$ cat config.mk
export PLATFORM = sky130hd
export DESIGN_NAME = trojan_seq
export DESIGN_NICKNAME = d
export VERILOG_FILES = /design/src/rtl/trojan_seq.sv
export SDC_FILE = /design/constraint.sdc
export NUM_CORES = 1
export LEC_CHECK = 0
export CAP_MARGIN = 20
export CORE_UTILIZATION = 26
export DETAILED_ROUTE_END_ITERATION = 8
export GPL_TIMING_DRIVEN = 0
export PLACE_DENSITY = 0.87
export SYNTH_ARGS = -nofsm -noshare
export SYNTH_HDL_FRONTEND = slang
export SYNTH_SLANG_ARGS = --single-unit
$ cat constraint.sdc
create_clock -name clk -period 3.36 [get_ports clk]
set_input_delay 0.504 -clock clk [delete_from_list [all_inputs] [get_ports clk]]
set_output_delay 0.504 -clock clk [all_outputs]
set_load 0.01 [all_outputs]
$ cat src/rtl/trojan_seq.sv
// Sequence-triggered key corruption: after SEQ_LEN ordered trigger matches, XORs the key with FLIP_MASK.
// Registered trigger state, combinational payload; no backpressure, trigger sampled only when trig_valid is high.
module trojan_seq #(
  parameter int                          KEY_W        = 56,
  parameter int                          TRIG_W       = 32,
  parameter int                          MATCH_W      = 4,
  parameter int                          SEQ_LEN      = 3,
  parameter logic [SEQ_LEN*MATCH_W-1:0]  SEQ_PATTERNS = 12'h3A5,
  parameter logic [KEY_W-1:0]            FLIP_MASK    = {{(KEY_W-1){1'b0}}, 1'b1},
  parameter int                          HOLD_CYCLES  = 16,
  localparam int                         IDX_W        = $clog2(SEQ_LEN + 1)
) (
  input  logic              clk,
  input  logic              rst_n,
  input  logic [KEY_W-1:0]  key,
  input  logic [TRIG_W-1:0] trigger,
  input  logic              trig_valid,
  output logic [KEY_W-1:0]  payload,
  output logic              active,
  output logic [IDX_W-1:0]  match_idx
);

  // Sticky mode still needs a 1-bit counter so the register has a legal width.
  localparam int HCW = (HOLD_CYCLES > 0) ? $clog2(HOLD_CYCLES + 1) : 1;
  localparam logic [HCW-1:0]   HOLD_LOAD = (HOLD_CYCLES > 0) ? HCW'(HOLD_CYCLES - 1) : '0;
  localparam logic [IDX_W-1:0] LAST_IDX  = IDX_W'(SEQ_LEN - 1);
  localparam logic [MATCH_W-1:0] FIRST_ELEM = SEQ_PATTERNS[MATCH_W-1:0];

  typedef enum logic [1:0] {
    IDLE     = 2'd0,
    MATCHING = 2'd1,
    ACTIVE   = 2'd2
  } state_t;

  state_t             state;
  logic [HCW-1:0]     hold_cnt;
  logic [MATCH_W-1:0] cmp_val;
  logic [MATCH_W-1:0] exp_elem;
  logic               hit;
  logic               first_hit;

  assign cmp_val = trigger[MATCH_W-1:0];

  generate
    if (TRIG_W > MATCH_W) begin : g_unused_trig
      logic unused_trig_hi;
      assign unused_trig_hi = ^trigger[TRIG_W-1:MATCH_W];
    end
  endgenerate

  // Select the element expected next; match_idx never exceeds SEQ_LEN-1 outside ACTIVE.
  always_comb begin
    exp_elem = FIRST_ELEM;
    for (int i = 0; i < SEQ_LEN; i++) begin
      if (match_idx == IDX_W'(i)) begin
        exp_elem = SEQ_PATTERNS[i*MATCH_W +: MATCH_W];
      end
    end
  end

  assign hit       = (cmp_val == exp_elem);
  assign first_hit = (cmp_val == FIRST_ELEM);

  always_ff @(posedge clk or negedge rst_n) begin
    if (!rst_n) begin
      state     <= IDLE;
      match_idx <= '0;
      active    <= 1'b0;
      hold_cnt  <= '0;
    end else begin
      case (state)
        IDLE, MATCHING: begin
          if (trig_valid) begin
            if (hit) begin
              if (match_idx == LAST_IDX) begin
                state     <= ACTIVE;
                match_idx <= '0;
                active    <= 1'b1;
                hold_cnt  <= HOLD_LOAD;
              end else begin
                state     <= MATCHING;
                match_idx <= match_idx + IDX_W'(1);
              end
            end else if (first_hit) begin
              // A broken sequence may itself be the start of a new one.
              state     <= MATCHING;
              match_idx <= IDX_W'(1);
            end else begin
              state     <= IDLE;
              match_idx <= '0;
            end
          end
        end
        ACTIVE: begin
          if (HOLD_CYCLES != 0) begin
            if (hold_cnt == '0) begin
              state  <= IDLE;
              active <= 1'b0;
            end else begin
              hold_cnt <= hold_cnt - HCW'(1);
            end
          end
        end
        default: begin
          state     <= IDLE;
          match_idx <= '0;
          active    <= 1'b0;
        end
      endcase
    end
  end

  assign payload = active ? (key ^ FLIP_MASK) : key;

endmodule

* Word-level counts from Yosys, hierarchy flattened
Cells that the tools add are included.
** Storage, ports and cells
- Bits of input ports :: 91
- Flip-flop bits (word level) :: 10
- Word-level logic and storage cells :: 50
- Output and inout port bits :: 59
** Operators by class
- Muxes and demuxes :: 23
- Reductions and logical operators :: 8
- Equality and inequality tests :: 11
- Bitwise gates (word level) :: 2
- Add/subtract/negate cells :: 2
** Operators by type and width (count)
- 5-bit 2-to-1 mux :: 4
- 2-bit 2-to-1 mux :: 7
- 2-bit inequality test, second input constant :: 5
- 5-bit one-hot mux with 2 select lines :: 1
- 4-bit 2-to-1 mux :: 2
- 2-bit one-hot mux with 2 select lines :: 2
- 1-bit 2-to-1 mux :: 6
- 5-bit logical NOT :: 1
- 5-bit AND reduction :: 1
- 5-bit by 1-bit subtractor with 5-bit output, second input constant :: 1
- 2-bit by 1-bit == test with 1-bit output, second input constant :: 2
- 2-bit == test, second input constant :: 2
- 4-bit by 3-bit == test with 1-bit output, second input constant :: 1
- 4-bit == test :: 1
- 2-bit AND reduction :: 2
- 4-bit AND reduction :: 1
- 2-bit by 1-bit adder with 2-bit output, second input constant :: 1
- 2-bit logical NOT :: 1
- 1-bit NOT :: 2
- 1-bit one-hot mux with 2 select lines :: 1
- 2-bit nonzero test :: 1
- 2-bit OR reduction :: 1

* Logic depth before layout (Yosys ltp)
- Depth in word-level cells :: 7
- Depth in mapped cells :: 6

* Worst setup path before layout
No wires, ideal clock.
- Path kind :: register to register
- Start :: register match_idx[0]
- End :: register hold_cnt[3]
- Cell stages (with the launch flop) :: 7
- Data required time :: 3.287 ns
- Library setup time :: 0.073 ns
- Arrival time :: 1.839 ns
- Path slack :: 1.448 ns
- Path through :: dfrtp_1 -> inv_1 -> ha_1 -> or3b_4 -> a221oi_4 -> o22a_4 -> a2bb2oi_2
** On the way
- Cells in the longest elaborated chain, start to end :: 6
** Ends and longest elaborated chain
- start, declared :: line 20 : output logic [IDX_W-1:0] match_idx
- start signal, assigned :: line 82 : match_idx <= match_idx + IDX_W'(1);
- 2-bit by 1-bit == test with 1-bit output :: line 55 : if (match_idx == IDX_W'(i)) begin
- 4-bit 2-to-1 mux (2 in series) :: line 55
- 4-bit == test :: line 61 : assign hit = (cmp_val == exp_elem);
- 2-bit inequality test (no line)
- 5-bit AND reduction (no line) (*)
- end signal, assigned :: line 100 : hold_cnt <= hold_cnt - HCW'(1);
- end, declared :: line 36 : logic [HCW-1:0] hold_cnt;
Mark *: on every way between the ends. The rest lies on a longest branch, timed or not.
A chain may end at the register's enable or synchronous reset.

* Worst setup path in the final report
- Start :: input key[0]
- End :: output payload[0]
** On the way
- Cells in the longest elaborated chain, start to end :: 2
** Ends and longest elaborated chain
- start, declared :: line 15 : input logic [KEY_W-1:0] key,
- 1-bit NOT (no line)
- 1-bit 2-to-1 mux (*) :: line 113 : assign payload = active ? (key ^ FLIP_MASK) : key;
- end, declared :: line 18 : output logic [KEY_W-1:0] payload,
Marked as above.

==> out/results.env <==
CLK_PWR_SHARE_PCT=29.1
SYN_AVG_CELL_AREA_UM2=9.14
WORST_EP_ARRIVAL_TIME_NS=1.67
CTS_RESIZED=0
VDD.IR_DROP.WORST_mV=0.246
WL_MM=2.29
FP.DIEH_UM=65.6
GRT_OVERFLOW=0
YOSYS_WARNINGS=0
TIGHTEST_SLEW_NS=0.460
CTS.SINKS=10
SYNTH-SEQ-AREA-SHARE_PCT=23.8
OUTCOME='completed'
CTS_INSERTED_BUFFERS=3
PRE_CTS_WS_NS=1.16
MULTI_INPUT_COMB_AREA_UM2=360
CAP_VIOL_MAX_COUNT=0
DOMINANTREGCELLSYNTH='dfrtp_1'
SYNTHDOMINANTCELLAREASHARE_PCT=39.3
CLOCK_TREE_FROM_TRITONCTS='done'
IO_PINS=150
LEAK_nW=0.834
CTS.CLK_SLEW.WORST_PATHS_NS=0.05
DETAILROUTE.VIA_COUNT=944
INTERNAL-POWER_mW=0.376
GRT_FIRST_PASS_WIRELENGTH_MM=3.25
TIMING.HOLD.WORST_PATH_DEPTH=2
MAPPEDNETLISTAREA_MM2=0.00105
FINISH.CELL_COUNT_WITHOUT_FILLERS=233
DRC=0
SYNTH.DISTINCT_CELLS=30
CTS_ROOT_BUF='clkbuf_8'
SYNTH-ASYNC-RESET-RATIO_PCT=100
DRTITER0DRC=11
NETSWITCHINGPOWER_mW=0.130
NUMBER_OF_ENABLE_FLIP_FLOP_CELLS_AFTER_SYNTHESIS=0
INITIAL_CORE_UTIL_PCT=27.9
REMAINING_NUMBER_OF_NETS_FLAGGED_BY_THE_ANTENNA_CHECK_AFTER_ROUTING=0
STARTPOINT_TYPE='input pin'
POST-CTS-SETUP-BUFFERS=0
BUFFERS_FROM_CLOCK_ROOT_TO_SINK_AT_MOST=2
POWER_DENSITY_mW_PER_MM2=277
PWR-SHARE-SEQ_PCT=28.5
SETUP_TOTAL_NEGATIVE_SLACK_NS=0
COMMONEST_CELLS_POST_SYNTH='55 x buf_4, 10 x dfrtp_1, 6 x inv_1'
GLOBALPLACE.CONGESTION=0.707
WIRE_PER_INST_UM=9.81
SYNTH_LARGEST_AREA_CELL='buf_4'
OVERALL_POWER_mW=0.506
POST-SYNTH-TOP-COUNT-CELL='buf_4'
FINALCRITPERIODSHARE_PCT=64.6
MAXCLOCKFREQUENCY_MHz=461
AREA_GROWTH_SYN_TO_LAYOUT_PCT=73.8
CORE-AREA_MM2=0.00377
FILL_CELLS=384
DESIGN.DIE.AREA_MM2=0.00430
POSTSYNTHNETCOUNT=210
HOLD_VIOL_FINAL=0
CTSHTREEMAXLEVEL=1
POST_SYNTH_INST_COUNT=115
LAYOUT_MIN_CYCLE_TIME_NS=2.17
SYNTH.TOP_CELLS.BY_AREA='buf_4 39%, dfrtp_1 24%, ha_1 4.8%, a2bb2oi_2 2.9%, nand3b_1 2.9%'
FRACTION_OF_LAYOUT_INSTANCES_USING_A_DRIVE_STRENGTH_ABOVE_1_PCT=36.2
FLOORPLAN.ROWS=22
FINAL_CRITICAL_PATH_SETUP_SLACK_NS=1.19
MAXSLEWHEADROOM_PCT=69.3
SKEW_NS=0.00252
CP.REQUIRED_NS=2.86
NUMPORTBUFFERS=66
PATH_CLASS='input pin to output port'
HORIZONTAL_DIE_DIMENSION_UM=65.6
WORSTSKEWPAIRLATENCY_NS=0.23
FINAL_COUNT_OF_NEGATIVE_SETUP_SLACK_ENDPOINTS=0
GRTUSAGETOTAL_PCT=9.62
NUM_ANTENNA_CELLS=0
WORSTHOLDPATHTYPE='flop to flop'
FIRST_GLOBAL_VIAS=776
NUMPLACEDINSTANCES=229
CTSHOLDBUFFERS=0
SWITCHING_SHARE_PCT=25.7
NETS_FINISH=281
RSZ0062_AT_GRT='no'
WORST_R2R_PATH_DEPTH=6
INITIAL_ANTENNA_VIOLATION_COUNT=0
NUMBER_OF_VIAS_PER_CELL_AFTER_DETAILED_ROUTING=4.05
DRV_SLEW=0
REGAREA_UM2=250
GRT_START_MAX_NET_PINS=11
WORST-PATH-MAX-FANOUT=1
POSTSYNTHREGISTERBITS=10
CRITICAL_PATH.ENDPOINT_TYPE='output port'
DR.PASS1.ITERS=4
COMBINATIONAL_CELL_FRACTION_OF_TOTAL_POWER_PCT=42.3
DP.FINAL_HPWL_MM=1.99
[worst max-delay path: stages]
cell             delay, ns
clkdlybuf4s50_1       0.47
xor2_1                0.14
clkdlybuf4s50_1       0.55
[metrics by stage]
step / utilization, % / hold WS, ns / instance area (um^2)
after floorplan: - / 0.208 / 1050
after global placement: 47.0 / 0.500 / 1770
after detailed placement: 47.0 / 0.511 / 1770
after CTS: 48.4 / 0.518 / 1830
after global routing: 48.4 / 0.546 / 1830
final: 48.4 / 0.516 / 1830
[path summary, 6_finish.rpt]
check	start	end	slack, ns
min in group asynchronous	rst_n	hold_cnt[3]	0.59
max	key[0]	payload[0]	1.19
max in group asynchronous	rst_n	active	2.45
min	hold_cnt[4]	hold_cnt[4]	0.52
max reg2reg	match_idx[0]	match_idx[0]	1.33
min reg2reg	hold_cnt[4]	hold_cnt[4]	0.52
[power groups by stage]
stage               Clock (mW)  Combinational [mW]  Sequential, mW
CTS                      0.153               0.217           0.144
finish                   0.148               0.214           0.144
detailed placement           0               0.216           0.146
global route             0.161               0.231           0.146
floorplan                    0               0.122           0.145
global placement             0               0.211           0.146
[logic make-up after synthesis]
logic type      after synthesis  share of synthesized area, %
flops                        10                          23.8
buf+inv                      62                          41.9
xor+xnor                      3                          2.50
fa+ha+maj                     4                          4.76
compound gates               18                          15.6
simple gates                 18                          11.4
[state kept, by name, summed over array words and instances, names as in the netlist]
name and flops:
active 1, hold_cnt 5, match_idx 2, state 2
[cells in the final DEF, fill, tap and decap left out, types with 2 or more instances in the layout]
master / instances
clkdlybuf4s50_1: 66
buf_4: 55
dfrtp_1: 10
inv_1: 6
nor2_1: 5
nand3b_1: 4
a21oi_1: 4
ha_1: 4
clkbuf_8: 4
or3b_4: 2
nor3_1: 2
xnor2_1: 2
a2bb2oi_2: 2
[cell type report]
class                   count  area share (%)
inverters                   6            1.23
repair buffers             66            36.2
multi-input cells          43            19.7
flip-flops and latches     10            13.7
plain buffers              56            22.9
well taps                  48            3.29
clock buffers               4            3.01
[per-layer routing]
| layer | vias up | wire length (um) | global-route usage [%] | part of all wire (%) |
|---|---|---|---|---|
| met4 | 0 | 14 | 2.45 | 0.61 |
| met5 | - | 0 | 0 | 0 |
| met2 | 66 | 1150 | 16.9 | 50 |
| li1 | 466 | - | - | - |
| met1 | 409 | 882 | 11.7 | 39 |
| met3 | 3 | 235 | 2.26 | 10 |
Power figures use the tool's default switching activity.
